--- src/rtl/arm_control_unit.sv ---
// Moore sequencer for the multicycle ARM-subset processor: fetch, decode,
// condition check and per-state control word generation for data_path.
module arm_control_unit (
    input  logic        CLK,
    input  logic        Reset,
    output logic [31:0] CW,
    input  logic [31:0] IR,
    input  logic        MFC,
    input  logic [3:0]  Flags
);

    typedef enum logic [3:0] {
        S_RESET  = 4'd0,
        S_FETCH1 = 4'd1,
        S_FETCH2 = 4'd2,
        S_FETCH3 = 4'd3,
        S_DECODE = 4'd4,
        S_DP     = 4'd5,
        S_ADDR   = 4'd6,
        S_LD     = 4'd7,
        S_LDWB   = 4'd8,
        S_STD    = 4'd9,
        S_ST     = 4'd10,
        S_LINK   = 4'd11,
        S_BR     = 4'd12
    } state_t;

    state_t state_reg;

    logic flag_n, flag_z, flag_c, flag_v;
    logic cond_pass;

    assign {flag_n, flag_z, flag_c, flag_v} = Flags;

    always_comb begin
        cond_pass = 1'b0;
        case (IR[31:28])
            4'b0000: cond_pass = flag_z;
            4'b0001: cond_pass = !flag_z;
            4'b0010: cond_pass = flag_c;
            4'b0011: cond_pass = !flag_c;
            4'b0100: cond_pass = flag_n;
            4'b0101: cond_pass = !flag_n;
            4'b0110: cond_pass = flag_v;
            4'b0111: cond_pass = !flag_v;
            4'b1000: cond_pass = flag_c && !flag_z;
            4'b1001: cond_pass = !flag_c || flag_z;
            4'b1010: cond_pass = (flag_n == flag_v);
            4'b1011: cond_pass = (flag_n != flag_v);
            4'b1100: cond_pass = !flag_z && (flag_n == flag_v);
            4'b1101: cond_pass = flag_z || (flag_n != flag_v);
            4'b1110: cond_pass = 1'b1;
            default: cond_pass = 1'b0;
        endcase
    end

    // Memory states hold until the edge at which MFC is seen high.
    always_ff @(posedge CLK) begin
        if (Reset) begin
            state_reg <= S_RESET;
        end else begin
            case (state_reg)
                S_RESET:  state_reg <= S_FETCH1;
                S_FETCH1: state_reg <= S_FETCH2;
                S_FETCH2: state_reg <= S_FETCH3;
                S_FETCH3: state_reg <= MFC ? S_DECODE : S_FETCH3;
                S_DECODE: begin
                    if (!cond_pass)
                        state_reg <= S_FETCH1;
                    else if (IR[27:26] == 2'b00)
                        state_reg <= S_DP;
                    else if (IR[27:25] == 3'b010)
                        state_reg <= S_ADDR;
                    else if (IR[27:25] == 3'b101)
                        state_reg <= S_LINK;
                    else
                        state_reg <= S_FETCH1;
                end
                S_ADDR:   state_reg <= IR[20] ? S_LD : S_STD;
                S_LD:     state_reg <= MFC ? S_LDWB : S_LD;
                S_STD:    state_reg <= S_ST;
                S_ST:     state_reg <= MFC ? S_FETCH1 : S_ST;
                S_LINK:   state_reg <= S_BR;
                default:  state_reg <= S_FETCH1;
            endcase
        end
    end

    logic       mfa, rw_ram, rf_rw, sma, sta;
    logic       mar_en, sr_en, mdr_en, ir_en, sht_en, ise_en, sgn_en, clr;
    logic [1:0] dss, wra, sra, srb, sise, salub;
    logic [3:0] alua;

    always_comb begin
        mfa    = 1'b0;
        rw_ram = 1'b0;
        rf_rw  = 1'b0;
        sma    = 1'b0;
        sta    = 1'b0;
        mar_en = 1'b0;
        sr_en  = 1'b0;
        mdr_en = 1'b0;
        ir_en  = 1'b0;
        sht_en = 1'b0;
        ise_en = 1'b0;
        sgn_en = 1'b0;
        clr    = 1'b0;
        dss    = 2'b00;
        wra    = 2'b00;
        sra    = 2'b00;
        srb    = 2'b00;
        sise   = 2'b00;
        salub  = 2'b00;
        alua   = 4'b0000;
        case (state_reg)
            S_RESET: clr = 1'b1;
            S_FETCH1: begin
                mar_en = 1'b1;
                sma    = 1'b1;
                sra    = 2'b10;
            end
            S_FETCH2: begin
                sra    = 2'b10;
                salub  = 2'b10;
                alua   = 4'b0100;
                rf_rw  = 1'b1;
                wra    = 2'b01;
                mfa    = 1'b1;
                rw_ram = 1'b1;
            end
            S_FETCH3: begin
                mfa    = 1'b1;
                rw_ram = 1'b1;
                mdr_en = 1'b1;
                ir_en  = 1'b1;
            end
            S_DP: begin
                sht_en = 1'b1;
                ise_en = IR[25];
                salub  = 2'b01;
                alua   = IR[24:21];
                sr_en  = IR[20];
                // Compare/test opcodes only update flags, never a register.
                rf_rw  = (IR[24:23] != 2'b10);
            end
            S_ADDR: begin
                ise_en = 1'b1;
                salub  = 2'b01;
                alua   = IR[23] ? 4'b0100 : 4'b0010;
                mar_en = 1'b1;
            end
            S_LD: begin
                mfa    = 1'b1;
                rw_ram = 1'b1;
                mdr_en = 1'b1;
            end
            S_LDWB: begin
                rf_rw  = 1'b1;
                dss    = 2'b01;
            end
            S_STD: begin
                srb    = 2'b01;
                sta    = 1'b1;
                mdr_en = 1'b1;
            end
            S_ST: mfa = 1'b1;
            S_LINK: begin
                rf_rw  = IR[24];
                wra    = 2'b10;
                srb    = 2'b10;
                alua   = 4'b1101;
            end
            S_BR: begin
                sra    = 2'b10;
                ise_en = 1'b1;
                sgn_en = 1'b1;
                sise   = 2'b01;
                salub  = 2'b01;
                alua   = 4'b0100;
                rf_rw  = 1'b1;
                wra    = 2'b01;
            end
            default: ;
        endcase
    end

    assign CW = {mfa, rw_ram, 1'b0, rf_rw, 1'b0, 1'b0, sma, sta,
                 mar_en, sr_en, mdr_en, ir_en, sht_en, ise_en, sgn_en, clr,
                 dss, wra, sra, srb, sise, salub, alua};

endmodule

--- config.mk ---
export PLATFORM = sky130hd
export DESIGN_NAME = arm_control_unit
export DESIGN_NICKNAME = d
export VERILOG_FILES = /design/src/rtl/arm_control_unit.sv
export SDC_FILE = /design/constraint.sdc
export NUM_CORES = 1
export LEC_CHECK = 0
export ABC_AREA = 1
export CORE_AREA = 5 5 59 61
export DETAILED_ROUTE_END_ITERATION = 6
export DIE_AREA = 0 0 64 66
export HOLD_SLACK_MARGIN = 0.03
export PLACE_DENSITY = 0.85
export SLEW_MARGIN = 40
export SYNTH_ARGS = -nofsm -noshare
export SYNTH_HDL_FRONTEND = slang
export SYNTH_SLANG_ARGS = --single-unit
export TNS_END_PERCENT = 20
--- constraint.sdc ---
create_clock -name CLK -period 1.8 [get_ports CLK]
set_input_delay 0.27 -clock CLK [delete_from_list [all_inputs] [get_ports CLK]]
set_output_delay 0.27 -clock CLK [all_outputs]
set_load 0.02 [all_outputs]
; ---- Word-level counts from Yosys, hierarchy flattened
; Cells that the tools add are included.
[word_totals]
latch_bits = 0
mem_bits_ro = 0
in_bits = 39
ram_bits = 0
word_cells = 83
regBits = 4
mem_count = 0
[op_classes]
n_div = 0
shifts = 0
bitwise_logic = 0
n_reduce_logical = 20
magnitude_cmp = 0
mul = 0
eq_ne = 31
addsub = 0
muxes = 31
[op_table]
columns = op, count
row1 = $eq A4 B4 Y1 const B, 12
row2 = $pmux W4 S9, 1
row3 = $eq A4 B3 Y1 const B, 8
row4 = $mux W4, 7
row5 = $eq A4 B2 Y1 const B, 4
row6 = $pmux W4 S4, 1
row7 = $pmux W1 S15, 1
row8 = $reduce_or A3 Y1, 5
row9 = $mux W1, 13
row10 = $pmux W2 S2, 3
row11 = $eq A4 B1 Y1 const B, 2
row12 = $logic_not A4 Y1, 2
row13 = $mux W3, 2
row14 = $reduce_or A2 Y1, 3
row15 = $logic_not A1 Y1, 4
row16 = $reduce_or A4 Y1, 1
row17 = $eq A3 B2 Y1 const B, 1
row18 = $eq A3 B3 Y1 const B, 1
row19 = $pmux W1 S3, 1
row20 = $logic_and A1 B1 Y1, 2
row21 = $logic_not A2 Y1, 1
row22 = $logic_or A1 B1 Y1, 2
row23 = $mux W2, 1
row24 = $ne A2 B2 Y1 const B, 1
row25 = 3 further kinds, 3

; ---- Logic depth before layout (Yosys ltp)
; Gate-level depths: netlist of run 1.
[logic_depth]
ltp_word = 6
depth_mapped = 12
depth_no_buf = 12

; ---- Least setup slack after synthesis of run 1
; Ideal clock, no wire load.
[synth_path]
path_kind = flip-flop to output port
startpoint = reg state_reg[1]
endpoint = out CW[2]
arrival_ps = 1517
path_stages_with_launch = 9
path_buffers = 0
setup_slack_ps = 13
path_cell_list = dfxtp_1 -> inv_1 -> nor2_2 -> inv_1 -> nor2_1 -> inv_1 -> nand2_1 -> nor2_1 -> o21ai_0
[synth_between]
elab_chain_cells = 3
[synth_lines]
columns = element, line
row1 = "start, declared", 28  ; state_t state_reg;
row2 = "start signal, assigned", 66  ; S_FETCH3: state_reg <= MFC ? S_DECODE : S_FETCH3;
row3 = "start signal, assigned", 79  ; S_ADDR: state_reg <= IR[20] ? S_LD : S_STD;
row4 = "start signal, assigned", 80  ; S_LD: state_reg <= MFC ? S_LDWB : S_LD;
row5 = $eq A4 B4 Y1 / $eq A4 B2 Y1 (equally long branches), 115  ; case (state_reg)
row6 = $reduce_or A2 Y1 (no source line), -
row7 = $pmux W4 S4 *, 115
row8 = "end, declared", 6  ; output logic [31:0] CW,
; Mark *: on every way between the ends. The rest lies on a longest branch, timed or not.

; ---- Worst setup path after layout of run 1
[layout_path]
startpoint = reg state_reg[0]
endpoint = out CW[2]
; Same word-level chain as after synthesis.

==> reports/results.ini, run 1 <==
[routing]
wl_um = 2660
dr.pass1.iters = 4
dr.first_iter.drc_count = 33
wl_per_cell_um = 10.0
via_per_inst = 4.52
num_vias = 1201
antenna_left = 0
drc = 0

[critical_path]
slowest_delay_ns = 0.34
arrival_ns = 1.46
critPathBufInv = 4
r2r_end = state_reg[1]
reg2reg_depth = 10
path_common_cell = nor2_1
crit_fanout = 4
critPathRequiredTime_ns = 1.53
rrSetupSlack_ns = 0.34
timing.rr.start = state_reg[1]
endpoint_kind = output pin
critPathLaunchType = flop
critPathTopFamily = buffers and inverters
crit_slowest_cell = dfxtp_2
worstSetupPathType = flop to output pin
path_cells = inv_1 -> nor2_1 -> inv_2 -> nor2_4 -> buf_4 -> nor2_1 -> o21ai_0 -> buf_2

[clock_tree]
clk_pin_slew_ns = 0.04
cts_tree = yes
htree_levels = 1
cts_num_sinks = 4
ctsHoldBuffers = 0
cts_buffers = 3
clock-root-buffer = clkbuf_4
cts_max_path_buffers = 2
insertion_delay_ns = 0.24

[logic_synthesis]
synth_area_leader_cell = buf_4
synth_cell_types = 25
yosys-top-cells-area = buf_4 18%, nand2_1 16%, inv_1 12%
synth-warning-count = 0
synth_cells = 175
synth_area_sq_um = 927
yosysSeqAreaShare_pct = 8.64
syn_area_per_cell_sq_um = 5.30
synth-seq-cells = 4
netlist.area_leader.share_pct = 17.8

[placement]
gp_congestion = 0.883
dp_hpwl_um = 2290
io_buffers = 44
dp_slack_ns = -0.150

[power_and_ir_drop]
p_switching_mw = 0.318
peakVddDrop_mv = 0.302
intPower_mw = 0.386
power_density_nw_per_um2 = 491
p_leak_nw = 0.803
combPwrFrac_pct = 68.5
clkPwrFrac_pct = 15.8
seq_power_share_pct = 15.8
swShare_pct = 45.2

[global_route]
grt_max_degree = 9
grt_pass1_wl_um = 4390
globalRouteOverflowTotal = 0
antenna_found_initial = 0
track_usage_pct = 12.7
grt_pass1_vias = 1090

[layout]
diodes = 0
fill_cells = 302
drive_above_1_share_pct = 27.9
nets = 274
largest_reg_flops = 4
area_delta_synth_final_pct = 54.8

[sta]
hold_slack_ns = 0.651
setup_viol = 0
hold_violations = 0
fin_ws_ns = 0.0743
period_share_pct = 95.9
fmax_mhz = 579
fin_crit_ns = 1.73
maxSlewViolCount = 0
rsz0062_at_grt = true
clock_skew_ns = 0.00630

[die]
die_w_um = 64
initial_core_util_pct = 31.7
coreArea_sq_um = 2930
die_h_um = 66
die-area_sq_um = 4220
num_rows = 20
pin_count = 71

[worst_hold_path]
min_from = Reset
min_to = state_reg[2]
whs_path_depth = 2
hold_path_class = input port to flop

[outcome]
status = completed

[run]
drv_cap = 0

==> kinds of logic after synthesis <==
kind of cell	Yosys count	share of synthesized area (%)
simple gates	95	46.7
buf+inv	55	31.2
compound gates	20	13.1
flops	4	8.64
other cells	1	0.404
==> area by class of cell <==
type	instances	area, sq um	share of cell area, %
Multi-Input combinational cell	121	582	40.5
Timing Repair Buffer	72	582	40.5
Tap cell	33	41.3	2.88
Sequential cell	4	83.8	5.84
Inverter	33	124	8.63
Clock buffer	3	22.5	1.57
==> cells in the mapped netlist (all sizes together) <==
master and count:
conb 1, a211oi 2, o21ai 8, nor4 2, nand3b 1, nand4 1
inv 33, o211ai 2, nand3 18, o22ai 1, nor2 31, nor3 1
a21oi 6, buf 22, dfxtp 4, nand2 41, a22oi 1
==> worst max-delay path by stage <==
stage                       startpoint     end  slack, ns  depth (start not counted)
after CTS                 state_reg[0]   CW[1]      -0.04                          8
after detailed placement  state_reg[0]  CW[11]      -0.15                          8
after global placement    state_reg[1]  CW[28]       -0.1                          8
after floorplan           state_reg[1]   CW[2]       0.01                          8
after global routing      state_reg[0]   CW[2]      -0.06                          8
final                     state_reg[0]   CW[2]       0.07                          8
==> power by group through the flow <==
stage	Combinational, mW	Clock [mW]	Sequential (mW)
floorplan	0.321	0	0.110
global placement	0.510	0	0.110
detailed placement	0.519	0	0.111
CTS	0.480	0.114	0.111
global route	0.524	0.122	0.113
finish	0.482	0.111	0.111
==> routing by layer <==
metal  vias to the layer above  wire length (um)  track usage, %
met3                         8               203            1.87
met4                         0               112            7.79
met2                        48              1350            23.4
met5                         -                 0               0
li1                        637                 -               -
met1                       508               991            13.3
==> layout by cell type, fill, tap and decap left out, drive strengths merged, types with 7 or more instances in the layout <==
master / instances
nor2: 31
o21ai: 8
clkbuf: 9
nand2: 41
dlygate4sd2: 7
nand3: 18
buf: 36
inv: 33
clkdlybuf4s50: 18
==> worst reg2reg max path: cells and delay by family, from the launching register on <==
kind	cells	cell delay, ns
compound gates	1	0.17
simple gates	6	0.53
buf+inv	3	0.33
flops	1	0.35
==> timing repair <==
| item | 4_1_cts | 5_1_grt |
|---|---|---|
| setup endpoints to repair | 26 | 20 |
| pin swaps | 1 | 0 |
| gates resized for setup | 49 | 26 |
| setup buffers | 1 | 0 |
| cloned | 0 | 0 |
==> per-stage QoR <==
step | power, mW | cells | cell area (sq um) | TNS [ns] | utilization (%)
after floorplan | 0.431 | 180 | 946 | 0 | -
after global placement | 0.620 | 262 | 1470 | -0.698 | 50.0
after detailed placement | 0.630 | 262 | 1470 | -1.26 | 50.0
after CTS | 0.705 | 266 | 1470 | -0.0451 | 50.0
after global routing | 0.759 | 266 | 1440 | -0.165 | 49.0
final | 0.704 | 266 | 1440 | 0 | 49.0
No activity file was read; power rests on OpenSTA's default activity.
==> run 2, diff against run 1 <==
--- a/config.mk
+++ b/config.mk
@@ -6,12 +6,11 @@
 export NUM_CORES = 1
 export LEC_CHECK = 0
 export ABC_AREA = 1
-export CORE_AREA = 5 5 59 61
+export CORE_AREA = 5 5 53 67
 export DETAILED_ROUTE_END_ITERATION = 6
-export DIE_AREA = 0 0 64 66
+export DIE_AREA = 0 0 58 72
 export HOLD_SLACK_MARGIN = 0.03
-export PLACE_DENSITY = 0.85
-export SLEW_MARGIN = 40
+export PLACE_DENSITY = 0.86
 export SYNTH_ARGS = -nofsm -noshare
 export SYNTH_HDL_FRONTEND = slang
 export SYNTH_SLANG_ARGS = --single-unit
==> reports/results.ini, run 2 (same netlist as run 1, synthesis figures left out) <==
[power_and_ir_drop]
peakVddDrop_mv = 0.274  ; was 0.302 mV
p_leak_nw = 0.782  ; was 0.803 nW
power_density_nw_per_um2 = 496  ; was 491 nW/um^2

[critical_path]
reg2reg_depth = 9  ; was 10
crit_path_start = state_reg[1]  ; was state_reg[0]
crit_fanout = 4  ; unchanged
critPathRequiredTime_ns = 1.53  ; about the same
timing.rr.start = state_reg[3]  ; was state_reg[1]
critPathLaunchType = flop  ; unchanged
endpoint_kind = output pin  ; unchanged
arrival_ns = 1.50  ; was 1.46 ns
worstSetupPathType = flop to output pin  ; unchanged

[layout]
diodes = 0  ; unchanged
layout_commonest_cell = nand2_1  ; unchanged
area_delta_synth_final_pct = 54.3  ; was 54.8%
largest_reg_flops = 4  ; unchanged
drive_above_1_share_pct = 26.4  ; was 27.9%
mostFrequentLayoutCells = 39 x nand2_1, 29 x inv_1, 28 x buf_4, 26 x nor2_1, 18 x clkdlybuf4s50_1  ; was 39 x nand2_1, 32 x buf_4, 29 x inv_1, 25 x nor2_1, 18 x clkdlybuf4s50_1
nets = 272  ; was 274
fin_util_pct = 50.0  ; was 49.0%
final-instance-count-excl-fill = 267  ; was 266

[routing]
via_per_inst = 4.47  ; was 4.52
dr.first_iter.drc_count = 26  ; was 33
num_vias = 1193  ; was 1201
wl_per_cell_um = 9.89  ; was 10.0 um
wl_um = 2640  ; was 2660 um
dr.pass1.iters = 4  ; unchanged
antenna_left = 0  ; unchanged
drc = 0  ; unchanged

[sta]
fin_crit_ns = 1.77  ; was 1.73 ns
rsz0062_at_grt = true  ; unchanged
clock_skew_ns = 0.00311  ; was 0.00630 ns
period_share_pct = 98.2  ; was 95.9%
maxSlewViolCount = 0  ; unchanged
hold_violations = 0  ; unchanged
fmax_mhz = 566  ; was 579 MHz
setup_viol = 0  ; unchanged

[global_route]
grt_pass1_vias = 1095  ; was 1090
antenna_found_initial = 0  ; unchanged
track_usage_pct = 12.4  ; was 12.7%
globalRouteOverflowTotal = 0  ; unchanged
grt_max_degree = 8  ; was 9
grt_pass1_wl_um = 4150  ; was 4390 um

[die]
initial_core_util_pct = 32.4  ; was 31.7%
pin_count = 71  ; unchanged
die_h_um = 72  ; was 66 um
num_rows = 22  ; was 20
coreArea_sq_um = 2860  ; was 2930 sq um
die_w_um = 58  ; was 64 um
die-area_sq_um = 4180  ; was 4220 sq um

[clock_tree]
cts_buffers = 3  ; unchanged
cts_num_sinks = 4  ; unchanged
postCtsSetupBuffers = 0  ; was 1
cts-resized-gates = 50  ; was 49
ctsHoldBuffers = 0  ; unchanged
clk_pin_slew_ns = 0.04  ; about the same
clock-root-buffer = clkbuf_4  ; unchanged
cts_tree = yes  ; unchanged
htree_levels = 1  ; unchanged
insertion_delay_ns = 0.23  ; was 0.24 ns
cts_max_path_buffers = 2  ; unchanged

[worst_hold_path]
hold_path_class = input port to flop  ; unchanged
min_from = Reset  ; unchanged
whs_path_depth = 2  ; unchanged

[placement]
io_buffers = 44  ; unchanged
dp_hpwl_um = 2330  ; was 2290 um
gp_congestion = 0.910  ; was 0.883
dp.cells = 264  ; was 262

[outcome]
status = completed  ; unchanged

[run]
drv_cap = 0  ; unchanged

-- run 2: power by group --
| group | total (mW) | switching, mW | internal [mW] |
|---|---|---|---|
| logic | 0.489 | 0.272 | 0.216 |
| clock network | 0.110 | 0.0353 | 0.0745 |
| registers | 0.110 | 0.00962 | 0.101 |
-- run 2: critical path: stages (launching register included) --
cell,delay [ns]
dfxtp_1,0.35
inv_1,0.07
nor2_2,0.16
inv_1,0.07
nor2_2,0.12
inv_1,0.07
nand2_1,0.07
buf_4,0.10
clkdlybuf4s15_2,0.25
-- run 2: worst paths after layout --
check | endpoint | slack, ns
max reg2reg | state_reg[0] | 0.34
min | state_reg[3] | 0.66
max | CW[12] | 0.03
min reg2reg | state_reg[0] | 0.81
-- run 2: final cells by class --
class / instances / area (sq um)
Clock buffer: 3 / 22.5
Fill cell: 298 / 1430
Inverter: 33 / 124
Multi-Input combinational cell: 121 / 579
Sequential cell: 4 / 82.6
Tap cell: 36 / 45.0
Timing Repair Buffer: 70 / 577
-- run 2: metal layers --
layer,GRT usage [%],share of wire (%),up-vias
met5,0,0,-
met4,8.76,3.1,0
met3,0.534,5.2,10
met2,24.2,54,40
met1,11.9,38,510
li1,-,-,633
-- run 2: per-stage QoR --
stage	setup WS, ns	power (mW)	setup TNS, ns	hold WS, ns	area (sq um)
CTS	0.00430	0.716	0	0.655	1450
global route	-0.110	0.765	-0.355	0.672	1430
global placement	-0.149	0.627	-0.841	0.833	1460
finish	0.0327	0.709	0	0.660	1430
detailed placement	-0.160	0.635	-1.08	0.840	1460
floorplan	0.0127	0.431	0	0.339	946
==> run 3, diff against run 2 <==
--- a/config.mk
+++ b/config.mk
@@ -7,6 +7,7 @@
 export LEC_CHECK = 0
 export ABC_AREA = 1
 export CORE_AREA = 5 5 53 67
+export CTS_CLUSTER_DIAMETER = 120
 export DETAILED_ROUTE_END_ITERATION = 6
 export DIE_AREA = 0 0 58 72
 export HOLD_SLACK_MARGIN = 0.03
==> results of run 3 <==
Final layout, timing and power as in run 2 (identical DEF).
